$ cat src/rtl/gpio_core_pkg.sv
// ============================================================================
// gpio_core_pkg : shared encodings and output-word packing for gpio_isqrt_core
// rev 1.0
// ============================================================================
`default_nettype none

package gpio_core_pkg;

  localparam int DATA_W_DEF = 16;
  localparam int CNT_W      = 4;

  // Bit positions inside the two GPIO read-back words
  localparam int A_BUSY_BIT = 15;
  localparam int A_DONE_BIT = 14;
  localparam int A_ROOT_MSB = 7;
  localparam int A_ROOT_LSB = 0;
  localparam int B_CNT_MSB  = 15;
  localparam int B_CNT_LSB  = 12;
  localparam int B_REM_MSB  = 8;
  localparam int B_REM_LSB  = 0;

  typedef enum logic [1:0] {
    ST_IDLE = 2'd0,
    ST_CALC = 2'd1,
    ST_DONE = 2'd2
  } state_e;

  function automatic logic [15:0] pack_out_a(input logic       busy,
                                             input logic       done,
                                             input logic [7:0] root);
    logic [15:0] v;
    v = '0;
    v[A_BUSY_BIT]            = busy;
    v[A_DONE_BIT]            = done;
    v[A_ROOT_MSB:A_ROOT_LSB] = root;
    return v;
  endfunction

  function automatic logic [15:0] pack_out_b(input logic [CNT_W-1:0] cnt,
                                             input logic [8:0]       rem);
    logic [15:0] v;
    v = '0;
    v[B_CNT_MSB:B_CNT_LSB] = cnt;
    v[B_REM_MSB:B_REM_LSB] = rem;
    return v;
  endfunction

endpackage

`default_nettype wire

$ cat src/rtl/isqrt_step.sv
// ============================================================================
// isqrt_step : one digit-pair iteration of the restoring integer square root
// rev 1.0
// ============================================================================
`default_nettype none

module isqrt_step #(
  parameter int ROOT_W = 8
) (
  input  logic [ROOT_W-1:0] q_i,
  input  logic [ROOT_W+1:0] r_i,
  input  logic [1:0]        pair_i,
  output logic [ROOT_W-1:0] q_next_o,
  output logic [ROOT_W+1:0] r_next_o
);

  logic [ROOT_W+3:0] w_cat;
  logic [ROOT_W+1:0] w_trial;
  logic [ROOT_W+1:0] w_diff;
  logic              w_fits;

  assign w_cat   = {r_i, pair_i};
  assign w_trial = {q_i, 2'b01};
  assign w_fits  = (w_cat >= {2'b00, w_trial});
  // The true difference never exceeds 2*root, so the truncated subtract is exact
  assign w_diff  = w_cat[ROOT_W+1:0] - w_trial;

  assign q_next_o = {q_i[ROOT_W-2:0], w_fits};
  assign r_next_o = w_fits ? w_diff : {r_i[ROOT_W-1:0], pair_i};

endmodule

`default_nettype wire

$ cat src/rtl/gpio_isqrt_core.sv
// ============================================================================
// gpio_isqrt_core : GPIO-attached iterative square root, one root bit per clock
// rev 1.0
// ============================================================================
`default_nettype none

module gpio_isqrt_core
  import gpio_core_pkg::*;
#(
  parameter int DATA_W            = DATA_W_DEF,
  parameter bit RESTART_ON_CHANGE = 1'b1
) (
  input  logic        ACLK,
  input  logic        ARESET,
  input  logic [15:0] mod_in,
  output logic [15:0] mod_out_a,
  output logic [15:0] mod_out_b
);

  localparam int ROOT_W = DATA_W / 2;
  localparam int ITERS  = DATA_W / 2;
  localparam int ITER_W = $clog2(ITERS);

  state_e              state_q, state_d;
  logic [DATA_W-1:0]   op_q,    op_d;
  logic [ITER_W-1:0]   iter_q,  iter_d;
  logic [ROOT_W-1:0]   q_q,     q_d;
  logic [ROOT_W+1:0]   r_q,     r_d;
  logic [ROOT_W-1:0]   root_q,  root_d;
  logic [ROOT_W:0]     rem_q,   rem_d;
  logic [CNT_W-1:0]    cnt_q,   cnt_d;
  logic                busy_q,  busy_d;
  logic                done_q,  done_d;

  logic [1:0]          w_pair;
  logic [ROOT_W-1:0]   w_q_next;
  logic [ROOT_W+1:0]   w_r_next;
  logic                w_changed;
  logic                w_last;
  logic                w_start;

  assign w_changed = (mod_in != op_q);
  assign w_last    = (iter_q == ITER_W'(ITERS - 1));

  // Radicand pairs are consumed MSB first
  always_comb begin
    w_pair = '0;
    for (int i = 0; i < ITERS; i++) begin
      if (iter_q == ITER_W'(i)) begin
        w_pair = op_q[DATA_W-1-2*i -: 2];
      end
    end
  end

  isqrt_step #(
    .ROOT_W (ROOT_W)
  ) u_step (
    .q_i      (q_q),
    .r_i      (r_q),
    .pair_i   (w_pair),
    .q_next_o (w_q_next),
    .r_next_o (w_r_next)
  );

  always_comb begin
    state_d = state_q;
    op_d    = op_q;
    iter_d  = iter_q;
    q_d     = q_q;
    r_d     = r_q;
    root_d  = root_q;
    rem_d   = rem_q;
    cnt_d   = cnt_q;
    busy_d  = busy_q;
    done_d  = done_q;
    w_start = 1'b0;

    case (state_q)
      ST_IDLE: begin
        w_start = 1'b1;
      end
      ST_CALC: begin
        // An abort on the final iteration suppresses that run's publish
        if (RESTART_ON_CHANGE && w_changed) begin
          w_start = 1'b1;
        end else begin
          q_d    = w_q_next;
          r_d    = w_r_next;
          iter_d = iter_q + ITER_W'(1);
          if (w_last) begin
            root_d  = w_q_next;
            rem_d   = w_r_next[ROOT_W:0];
            cnt_d   = cnt_q + CNT_W'(1);
            busy_d  = 1'b0;
            done_d  = 1'b1;
            state_d = ST_DONE;
          end
        end
      end
      ST_DONE: begin
        w_start = w_changed;
      end
      default: begin
        state_d = ST_IDLE;
      end
    endcase

    if (w_start) begin
      op_d    = mod_in;
      iter_d  = '0;
      q_d     = '0;
      r_d     = '0;
      busy_d  = 1'b1;
      done_d  = 1'b0;
      state_d = ST_CALC;
    end
  end

  always_ff @(posedge ACLK) begin
    if (ARESET) begin
      state_q <= ST_IDLE;
      op_q    <= '0;
      iter_q  <= '0;
      q_q     <= '0;
      r_q     <= '0;
      root_q  <= '0;
      rem_q   <= '0;
      cnt_q   <= '0;
      busy_q  <= 1'b0;
      done_q  <= 1'b0;
    end else begin
      state_q <= state_d;
      op_q    <= op_d;
      iter_q  <= iter_d;
      q_q     <= q_d;
      r_q     <= r_d;
      root_q  <= root_d;
      rem_q   <= rem_d;
      cnt_q   <= cnt_d;
      busy_q  <= busy_d;
      done_q  <= done_d;
    end
  end

  assign mod_out_a = pack_out_a(busy_q, done_q, root_q);
  assign mod_out_b = pack_out_b(cnt_q, rem_q);

endmodule

`default_nettype wire

$ cat config.mk
export PLATFORM = sky130hd
export DESIGN_NAME = gpio_isqrt_core
export DESIGN_NICKNAME = d
export VERILOG_FILES = /design/src/rtl/gpio_core_pkg.sv /design/src/rtl/isqrt_step.sv /design/src/rtl/gpio_isqrt_core.sv
export SDC_FILE = /design/constraint.sdc
export NUM_CORES = 1
export LEC_CHECK = 0
export CORE_ASPECT_RATIO = 1.4
export CORE_MARGIN = 8
export CORE_UTILIZATION = 54
export DETAILED_ROUTE_END_ITERATION = 10
export PLACE_DENSITY = 0.79
export SYNTH_ARGS = -nofsm -noshare
export SYNTH_HDL_FRONTEND = slang
export SYNTH_SLANG_ARGS = --single-unit
export TNS_END_PERCENT = 5
$ cat constraint.sdc
create_clock -name ACLK -period 4.67 [get_ports ACLK]
set_clock_uncertainty 0.05 [all_clocks]
set_input_delay 1.401 -clock ACLK [delete_from_list [all_inputs] [get_ports ACLK]]
set_output_delay 1.401 -clock ACLK [all_outputs]
set_load 0.01 [all_outputs]
Word level (Yosys, flattened, before mapping)
Index checks and enable logic that the tools add are counted.
{"block": "totals", "reg_bits": 62, "inputBits": 18, "output_inout_bits": 32}
{"block": "op_classes", "n_addsub": 3, "magnitude_cmp": 1, "n_eq_ne": 16, "muxes": 19, "bitwise_logic": 2, "n_reduce_logical": 11}
{"operator": "$mux 2", "n": 10}
{"operator": "$ne 16x16->1", "n": 1}
{"operator": "$eq 3x3->1 const B", "n": 4}
{"operator": "$ge 12x10->1", "n": 1}
{"operator": "$reduce_and 3->1", "n": 4}
{"operator": "$mux 10", "n": 1}
{"operator": "$sub 10x10->10", "n": 1}
{"operator": "$eq 3x2->1 const B", "n": 2}
{"operator": "$mux 1", "n": 6}
{"operator": "$ne 3x3->1 const B", "n": 2}
{"operator": "$add 4x1->4 const B", "n": 1}
{"operator": "$ne 2x1->1 const B", "n": 2}
{"operator": "$ne 2x2->1 const B", "n": 2}
{"operator": "$pmux 2 s2", "n": 1}
{"operator": "$reduce_bool 2->1", "n": 2}
{"operator": "$reduce_or 2->1", "n": 2}
{"operator": "$add 3x1->3 const B", "n": 1}
{"operator": "$eq 3x1->1 const B", "n": 1}
{"operator": "$logic_not 3->1", "n": 1}
{"operator": "$pmux 1 s3", "n": 1}
{"operator": "$eq 2x1->1 const B", "n": 1}
{"operator": "$eq 2x2->1 const B", "n": 1}
{"operator": "$logic_not 2->1", "n": 1}
{"operator": "$not 1->1", "n": 2}
{"operator": "$reduce_and 2->1", "n": 1}

Longest topological paths before layout
Gate-level depths: netlist (run 1).
{"block": "depth", "ltp_word": 11, "ltp_mapped": 17}

Modules after synthesis
From an unflattened synthesis (run 1), not the netlist that was laid out.
{"block": "unflattened", "cells_unflattened": 470, "hier_area_um2": 4038.9}
{"mod": "gpio_isqrt_core", "instances": 1, "cells_per_inst": 381, "area_each_um2": 3352.0, "seq_area_each_um2": 1241.2}
{"mod": "isqrt_step", "instances": 1, "cells_per_inst": 89, "area_each_um2": 686.9, "seq_area_each_um2": 0.0}

Least setup slack after synthesis (run 1)
OpenSTA, ideal clock, no wires.
{"block": "synth_timing", "kind": "register -> register", "from": "register iter_q[0]", "to": "register r_q[9]", "t_arrival_ns": 3.268, "slack_ns": 1.222, "path_stages_with_launch": 18, "path_buffers": 2, "synth_period_minus_slack_ns": 3.448, "path_cell_list": "dfxtp_1 -> inv_1 -> ha_1 -> clkbuf_1 -> nor2b_1 -> a2111oi_0 -> o221ai_1 -> and2_1 -> ha_1 -> nor2b_1 -> o21ai_0 -> a21oi_1 -> nor4_1 -> or2_2 -> buf_2 -> or3_1 -> mux2i_1 -> o22ai_1"}
{"block": "synth_between", "elab_chain_cells": 11, "word_cells_on_any_way": 19}
{"element": "start: declaration", "line_no": "gpio_isqrt_core.sv:26", "source": "logic [ITER_W-1:0] iter_q, iter_d;"}
{"element": "start signal: assignment", "line_no": "gpio_isqrt_core.sv:134", "source": "iter_q <= iter_d;"}
{"element": "$logic_not 3->1", "line_no": "gpio_isqrt_core.sv:49", "source": "if (iter_q == ITER_W'(i)) begin"}
{"element": "$mux 2 (7 in series)", "line_no": "gpio_isqrt_core.sv:49"}
{"element": "$mux 2 (*)", "line_no": "gpio_isqrt_core.sv:49"}
{"element": "$sub 10x10->10 or $ge 12x10->1 (tied branches)", "line_no": "isqrt_step.sv:26, isqrt_step.sv:24"}
{"element": "$mux 10 (*)", "line_no": "isqrt_step.sv:29", "source": "assign r_next_o = w_fits ? w_diff : {r_i[ROOT_W-1:0], pair_i};"}
{"element": "end signal: assignment", "line_no": "gpio_isqrt_core.sv:136", "source": "r_q <= r_d;"}
{"element": "end: declaration", "line_no": "gpio_isqrt_core.sv:28", "source": "logic [ROOT_W+1:0] r_q, r_d;"}
Every way passes the cells marked *; elsewhere a longest branch is shown, timed or not.
A chain may end at the register's enable or synchronous reset.

Worst setup path in the final report (run 1)
{"block": "layout_timing", "from": "input port mod_in[6]", "to": "register rem_q[6]"}
{"block": "layout_between", "elab_chain_cells": 3}
{"element": "start: declaration", "line_no": "gpio_isqrt_core.sv:15", "source": "input logic [15:0] mod_in,"}
{"element": "$ne 16x16->1", "line_no": "gpio_isqrt_core.sv:42", "source": "assign w_changed = (mod_in != op_q);"}
{"element": "$not 1->1 (no line)"}
{"element": "$reduce_and 3->1 (no line)"}
{"element": "end signal: assignment", "line_no": "gpio_isqrt_core.sv:138", "source": "rem_q <= rem_d;"}
{"element": "end: declaration", "line_no": "gpio_isqrt_core.sv:30", "source": "logic [ROOT_W:0] rem_q, rem_d;"}
Every way passes these cells.

==> flow_summary.rst, run 1 <==
.. list-table::
   :header-rows: 1

   * - Metric
     - Value
   * - Highest ir drop seen on vdd
     - between 0.2 and 0.3 mV
   * - Post-Syn Area per Cell
     - 8.19 µm²
   * - Count of input and output buffers
     - 40
   * - Leading cell types in the layout, fill and taps excluded
     - nor2_1, dfxtp_1, clkdlybuf4s50_1
   * - Biggest cell delay along the critical path
     - 0.65 ns
   * - Half-perimeter wire length after detailed placement
     - 6.00 mm
   * - Post-synth design cell area
     - 0.00340 mm²
   * - Power density of the placed cells
     - around 280 mW/mm²
   * - Count of warnings emitted by yosys
     - 0
   * - Post-Route Hold Slack
     - 0.400 ns
   * - Worst r2r dst
     - r_q[9]
   * - Iteration-0 DRC count of the detailed router
     - 133
   * - Number of enable-type register cells in the synthesized netlist
     - 0
   * - Status
     - completed
   * - Worst max-slew margin expressed relative to the limit
     - 0.434
   * - P&R area growth vs syn
     - 17.2%
   * - Number of inserted diodes
     - 0
   * - Core box area
     - 0.00617 mm²
   * - Number of buffers and inverters on the critical path
     - 2
   * - Leading cell type in the layout, fill and taps excluded
     - nor2_1
   * - Net total in the final layout
     - ~490
   * - Number of placement rows
     - 34
   * - Worst EP required
     - ~5 ns
   * - Final global-route overflow total
     - 0
   * - Insertion delay of the later-clocked pin in the worst-skew pair
     - 0.35 ns
   * - Fin. max-slew vios
     - 0
   * - Number of hold buffers added after CTS
     - 0
   * - Maximum number of pins on one net before global-route repair
     - 41
   * - Capturing element type of the critical path
     - flip-flop
   * - Via-per-instance ratio
     - 5.59
   * - Chip Height
     - 110 µm
   * - Proportion of synthesized chip area in sequential cells
     - 0.365
   * - Final weighted congestion in routability-driven placement
     - 0.934
   * - Reported max-cap violation count
     - 0
   * - Setup Total Neg Slack
     - 0 ns
   * - Count of endpoints failing hold in the final timing report
     - 0
   * - Post-CTS Setup Repair Bufs
     - 0
   * - Count of TritonRoute iterations in the first routing pass
     - 4
   * - Depth of the CTS H-tree
     - 3
   * - Final critical path time including I/O delays and setup
     - 3.87 ns
   * - Die X
     - 83.1 µm
   * - Number of storage elements in the synthesis netlist
     - 62
   * - Count of cell types in the netlist
     - 49
   * - Startpoint of the tightest hold check path
     - done_q
   * - Global-route wire length before repair
     - 13.6 mm
   * - Cell depth of the worst hold path
     - 2
   * - Root buffer cell
     - clkbuf_8
   * - Number of buffers added by the clock tree synthesis step
     - 9
   * - TritonCTS clock tree
     - yes
   * - Predominant post-synthesis flop cell
     - dfxtp_1
   * - Slowest stage cell, crit path
     - nor2_1
   * - DRC violations left
     - 0
   * - Unrepaired setup endpoints after global routing
     - false
   * - Syn Inst Count
     - slightly above 400
   * - Type of the tightest min-delay check
     - flip-flop to flip-flop
   * - Count of cells resized by post-cts repair
     - 0
   * - Cells along the critical path
     - clkdlybuf4s50_1, xnor2_1, nand4_1, nor4_2, nand2_1, buf_4, nor2_1, o21ai_0, a21oi_1
   * - Final worst path period share
     - 0.828
   * - Fraction of final layout cells sized beyond drive strength 1
     - 0.0684
   * - Depth of the most critical reg-to-reg path
     - 15
   * - Clock input transition at the sequential cells of the worst setup and hold paths
     - ~0.070 ns
   * - Initial core utilization
     - 0.551
   * - Transition time at the pin with the least slew margin
     - 0.846 ns
   * - Average wire per standard cell
     - 15.6 µm
   * - Maximum operating frequency
     - roughly 260 MHz
   * - RR Startpoint
     - iter_q[0]
   * - Kind of launch point of the worst setup path
     - primary input
   * - Post-DRT Antenna Nets
     - 0
   * - Arrival time at the worst endpoint
     - 4.09 ns
   * - Crit path kind
     - primary input to flip-flop
   * - Number of endpoints failing setup at the final stage
     - 0
   * - Routed via count
     - 2935
   * - Vias in the first global route
     - a little under 3000
   * - Ports placed on the boundary
     - 50
   * - Final WL
     - 8.19 mm
   * - Maximum net fanout on the critical path
     - 11
   * - Global-route usage over all layers
     - 0.181
   * - Share of flip-flops with an asynchronous set or reset
     - 0
   * - Setup slack, reg-to-reg
     - 0.83 ns
   * - DIE AREA
     - ~0.0091 mm²
   * - Bufs on Longest Clock Path
     - 2
   * - Delay-heaviest family, CP
     - simple AND/OR/NAND/NOR gates
   * - Antenna violations before repair
     - 0
   * - Leakage power
     - 1.56 nW
   * - Worst hold path endpoint
     - done_q
   * - Number of sinks on the clock net
     - 62
-- registers in the layout, indices dropped and copies added (netlist names) --
register	cells
rem_q	9
q_q	8
cnt_q	4
done_q	1
root_q	8
iter_q	3
op_q	16
busy_q	1
state_q	2
r_q	10
-- worst register-to-register path, stage by stage (launching register included) --
cell and delay, ns:
dfxtp_1 0.41, inv_1 0.09, ha_1 0.31, nor2b_1 0.18, a2111oi_0 0.43, o221ai_1 0.27
and2_1 0.24, ha_1 0.23, nor2b_1 0.11, o21ai_0 0.14, a21oi_1 0.23, nor4_1 0.10
or2_2 0.38, or3_1 0.34, mux2i_1 0.14, o22ai_1 0.09
-- worst max path at each step --
stage	from	to	slack, ns	depth (start not counted)
after floorplan	iter_q[0]	r_q[9]	1.22	17
after global placement	mod_in[6]	rem_q[6]	0.51	9
final	mod_in[6]	rem_q[6]	0.80	9
after detailed placement	mod_in[6]	rem_q[6]	0.46	9
after CTS	mod_in[6]	rem_q[6]	0.81	9
after global routing	iter_q[0]	rem_q[6]	0.48	15
-- where the power goes --
group	switching, W	internal [W]	leakage (nW)
sequential	0.0000116	0.000540	0.504
combinational	0.0000743	0.0000643	0.967
clock	0.000214	0.000207	0.0857
total	0.000300	0.000811	1.56
-- per-layer routing --
layer	share of wire	track usage	vias to the layer above
met1	0.42	0.188	1382
met5	0	0	-
li1	-	-	1454
met2	0.52	0.331	77
met3	0.037	0.0437	22
met4	0.033	0.0982	0
-- area by class of cell --
cell class              count  area, µm²
fillers                   521       2180
inverters                  25       93.8
multi-input cells         303       1920
repair buffers             47        465
clock buffers              11        141
clock inverters             5       33.8
well taps                  72       90.1
flip-flops and latches     62       1240
-- cells by family after synthesis --
family,Yosys count,share of synthesized area
compound gates,85,0.157
xor+xnor,25,0.0644
fa+ha+maj,21,0.0773
buf+inv,58,0.0806
flops,62,0.365
mux,23,0.0681
other cells,1,0.00110
simple gates,140,0.187
-- metrics by stage --
| step | utilization | cells | worst slack [ns] | total power [W] | instance area [µm²] |
|---|---|---|---|---|---|
| 6_report | 0.646 | 525 | 0.805 | 0.00111 | 3990 |
| 5_1_grt | 0.646 | 525 | 0.484 | 0.00116 | 3990 |
| 4_1_cts | 0.646 | 525 | 0.811 | 0.00112 | 3990 |
| 3_5_place_dp | 0.618 | 509 | 0.463 | 0.000701 | 3810 |
| 3_3_place_gp | 0.618 | 509 | 0.511 | 0.000697 | 3810 |
| 2_1_floorplan | - | 423 | 1.22 | 0.000663 | 3430 |
-- synth_stat cells (2+ instances only) --
| master | number | share of area |
|---|---|---|
| or2_2 | 2 | 0.0037 |
| a22oi_1 | 5 | 0.011 |
| dfxtp_1 | 62 | 0.36 |
| buf_4 | 11 | 0.024 |
| nor2_1 | 76 | 0.084 |
| and2_1 | 6 | 0.011 |
| nand3b_1 | 2 | 0.0044 |
| o21ai_0 | 16 | 0.024 |
| nor4_1 | 2 | 0.0037 |
| nand3_1 | 6 | 0.0088 |
| o211ai_1 | 2 | 0.0044 |
| mux2i_1 | 22 | 0.065 |
| a21oi_1 | 39 | 0.057 |
| or3_1 | 3 | 0.0055 |
| nor3_1 | 7 | 0.010 |
| a2111oi_0 | 3 | 0.0077 |
| nand2_1 | 20 | 0.022 |
| ha_1 | 21 | 0.077 |
| xor2_1 | 3 | 0.0077 |
| nand4_1 | 6 | 0.011 |
| nor2b_1 | 3 | 0.0055 |
| clkbuf_1 | 14 | 0.015 |
| xnor2_1 | 22 | 0.057 |
| a211oi_1 | 8 | 0.018 |
| buf_2 | 6 | 0.0088 |
| inv_1 | 25 | 0.028 |
No activity file was read; power rests on OpenSTA's default activity.
==> inputs of run 2 (changes only) <==
- clock period: 4.67 -> 4.03 ns (I/O delays scaled with it)
==> run 2 against run 1 <==
  * Die area unchanged
  * Non-clock buffer count increased by 4
  * Clock power increased by 26%
  * Global-route usage increased by 0.70 points
  * First-iteration DRC count decreased by 12%
  * Sequential cell count unchanged
  * Largest cell class unchanged
==> flow_summary.rst, run 2 (synthesis results as in run 1) <==
.. list-table::
   :header-rows: 1

   * - Metric
     - Value
   * - Chip Height
     - 110 µm (unchanged)
   * - Delay-heaviest family, CP
     - simple AND/OR/NAND/NOR gates (unchanged)
   * - Final critical path time including I/O delays and setup
     - 3.76 ns
   * - Fraction of final layout cells sized beyond drive strength 1
     - 0.0810 (was 0.0684)
   * - Net switching share of the total power
     - 0.260 (was 0.270)
   * - Power density of the placed cells
     - 332 mW/mm² (was 279 mW/mm²)
   * - Internal cell power
     - 0.000988 W (was 0.000811 W)
   * - Antenna violations before repair
     - 0 (unchanged)
   * - Count of input and output buffers
     - 40 (unchanged)
   * - Post-CTS Setup Repair Bufs
     - 0 (unchanged)
   * - DRC violations left
     - 0 (unchanged)
   * - Depth of the CTS H-tree
     - 3 (unchanged)
   * - Count of endpoints failing hold in the final timing report
     - 0 (unchanged)
   * - Total net switching power
     - 0.000347 W (was 0.000300 W)
   * - Number of standard cells in the final layout excluding fillers
     - 529 (was 525)
   * - Biggest cell delay along the critical path
     - 0.40 ns (was 0.65 ns)
   * - Transition time at the pin with the least slew margin
     - 0.856 ns (was 0.846 ns)
   * - Portion of total power attributed to sequential cells
     - 0.480 (was 0.496)
   * - Number of inserted diodes
     - 0 (unchanged)
   * - Vias in the first global route
     - 2999 (was 2936)
   * - Leakage power
     - 1.59 nW (was 1.56 nW)
   * - Average wire per standard cell
     - 15.8 µm (was 15.6 µm)
   * - Arrival time at the worst endpoint
     - 3.93 ns (was 4.09 ns)
   * - P&R area growth vs syn
     - 18.4% (was 17.2%)
   * - Leading cell type in the layout, fill and taps excluded
     - nor2_1 (unchanged)
   * - Initial core utilization
     - 0.551 (unchanged)
   * - Maximum net fanout on the critical path
     - 9 (was 11)
   * - Startpoint of the tightest hold check path
     - done_q (unchanged)
   * - Gate power share
     - 0.123 (was 0.125)
   * - Portion of total power attributed to the clock network
     - 0.398 (was 0.379)
   * - Maximum number of pins on one net before global-route repair
     - 40 (was 41)
   * - Post-DRT Antenna Nets
     - 0 (unchanged)
   * - Number of endpoints failing setup at the final stage
     - 0 (unchanged)
   * - Kind of launch point of the worst setup path
     - flip-flop (was primary input)
   * - Worst setup path startpoint
     - iter_q[0] (was mod_in[6])
   * - RR Startpoint
     - iter_q[0] (unchanged)
   * - Biggest register
     - op_q (unchanged)
   * - Final worst path period share
     - 0.932
   * - Highest ir drop seen on vdd
     - 0.237 mV (was 0.263 mV)
   * - DIE AREA
     - 0.00913 mm² (unchanged)
   * - Post-Route Hold Slack
     - 0.405 ns (was 0.400 ns)
   * - Number of flip-flops under the largest register name
     - 16 (unchanged)
   * - Half-perimeter wire length after detailed placement
     - 6.29 mm (was 6.00 mm)
   * - Die X
     - 83.1 µm (unchanged)
   * - Unrepaired setup endpoints after global routing
     - true (was false)
   * - Capturing element type of the critical path
     - flip-flop (unchanged)
   * - Setup Total Neg Slack
     - 0 ns (unchanged)
   * - Ports placed on the boundary
     - 50 (unchanged)
   * - Regs by FF count
     - op_q: 16 flops, r_q: 10 flops, rem_q: 9 flops (unchanged)
   * - Global-route wire length before repair
     - 14.0 mm (was 13.6 mm)
   * - Iteration-0 DRC count of the detailed router
     - 117 (was 133)
   * - Insertion delay of the later-clocked pin in the worst-skew pair
     - 0.35 ns (about the same)
   * - Root buffer cell
     - clkbuf_8 (unchanged)
   * - Core box area
     - 0.00617 mm² (unchanged)
   * - Net total in the final layout
     - 491 (was 487)
   * - TritonCTS clock tree
     - yes (unchanged)
   * - Routed via count
     - 2963 (was 2935)
   * - Number of placement rows
     - 34 (unchanged)
   * - Number of buffers and inverters on the critical path
     - 1 (was 2)
   * - Cells along the critical path
     - inv_1, ha_1, nor2b_1, a2111oi_0, o221ai_1, and2_1, ha_1, nor2b_1, o21ai_0, a21oi_1, nor4_2, or2_2, or3_1, mux2i_1, o22ai_1 (was clkdlybuf4s50_1, xnor2_1, nand4_1, nor4_2, nand2_1, buf_4, nor2_1, o21ai_0, a21oi_1)
   * - Final global-route overflow total
     - 0 (unchanged)
   * - Worst max-slew margin expressed relative to the limit
     - 0.414 (was 0.434)
   * - Bufs on Longest Clock Path
     - 2 (unchanged)
   * - Fin. max-slew vios
     - 0 (unchanged)
   * - Reported max-cap violation count
     - 0 (unchanged)
   * - Maximum operating frequency
     - 266 MHz
   * - Crit path kind
     - flip-flop to flip-flop (was primary input to flip-flop)
   * - Type of the tightest min-delay check
     - flip-flop to flip-flop (unchanged)
   * - Number of buffers added by the clock tree synthesis step
     - 9 (unchanged)
   * - Global-route usage over all layers
     - 0.188 (was 0.181)
   * - Number of sinks on the clock net
     - 62 (unchanged)
   * - Worst EP required
     - 4.21 ns (was 4.90 ns)
   * - Slowest stage cell, crit path
     - dfxtp_1 (was nor2_1)
   * - Final weighted congestion in routability-driven placement
     - 0.961 (was 0.934)
   * - Final WL
     - 8.37 mm (was 8.19 mm)
   * - Leading cell types in the layout, fill and taps excluded
     - nor2_1, dfxtp_1, clkdlybuf4s50_1 (unchanged)
   * - Clock input transition at the sequential cells of the worst setup and hold paths
     - 0.07 ns (about the same)
   * - Via-per-instance ratio
     - 5.60 (was 5.59)
   * - Count of TritonRoute iterations in the first routing pass
     - 4 (unchanged)
   * - Post-placement cell count
     - 513 (was 509)
   * - Status
     - completed (unchanged)
==> run 2: cell types whose count changed in the layout (fill, tap and decap cells not counted), sizes merged <==
cell	previous run	this run
buf	7	11
clkbuf	11	10
clkinv	2	3
clkinvlp	2	1
bufinv	0	1
==> run 2: path summary, 6_finish.rpt <==
check,cells past startpoint,endpoint,slack [ns]
hold / removal,2,done_q,0.40
hold reg to reg,2,done_q,0.40
setup reg to reg,15,r_q[9],0.27
setup / recovery,15,r_q[9],0.27
==> run 2: per-stage QoR <==
step / util / setup WS, ns / total power (W) / instance area [µm²]
floorplan: - / 0.582 / 0.000769 / 3430
global placement: 0.620 / 0.255 / 0.000811 / 3830
detailed placement: 0.620 / 0.246 / 0.000815 / 3830
CTS: 0.651 / 0.347 / 0.00135 / 4020
global route: 0.653 / -0.0146 / 0.00139 / 4030
finish: 0.653 / 0.273 / 0.00133 / 4030
==> run 2: worst min-delay path: stages (launching register included) <==
cell and delay, ns:
dfxtp_1 0.32, inv_1 0.05, a21oi_1 0.05
==> run 2: layout make-up <==
cell class                 instances  area (µm²)
clock buffer                      10         128
clock inverter                     6        61.3
fill                             524        2140
inverter                          25        93.8
multi-input combinational        303        1930
sequential                        62        1240
tap                               72        90.1
timing repair buffer              51         483
==> run 2: what timing repair did <==
item | 4_1_cts | 5_1_grt
hold buffers | 0 | 0
setup endpoints to repair | 0 | 4
hold endpoints to repair | 0 | 0
resized for setup | 0 | 2
==> run 2: layer usage <==
| metal | vias up | track usage | part of all wire |
|---|---|---|---|
| li1 | 1470 | - | - |
| met1 | 1402 | 0.190 | 0.40 |
| met2 | 65 | 0.332 | 0.51 |
| met3 | 26 | 0.0615 | 0.047 |
| met4 | 0 | 0.115 | 0.033 |
| met5 | - | 0 | 0 |
==> run 2: power by group through the flow <==
| stage | sequential, W | clock (W) | combinational (W) |
|---|---|---|---|
| after floorplan | 0.000649 | 0 | 0.000120 |
| after global placement | 0.000653 | 0 | 0.000158 |
| after detailed placement | 0.000654 | 0 | 0.000161 |
| after CTS | 0.000640 | 0.000543 | 0.000162 |
| after global routing | 0.000641 | 0.000572 | 0.000180 |
| final | 0.000640 | 0.000531 | 0.000164 |
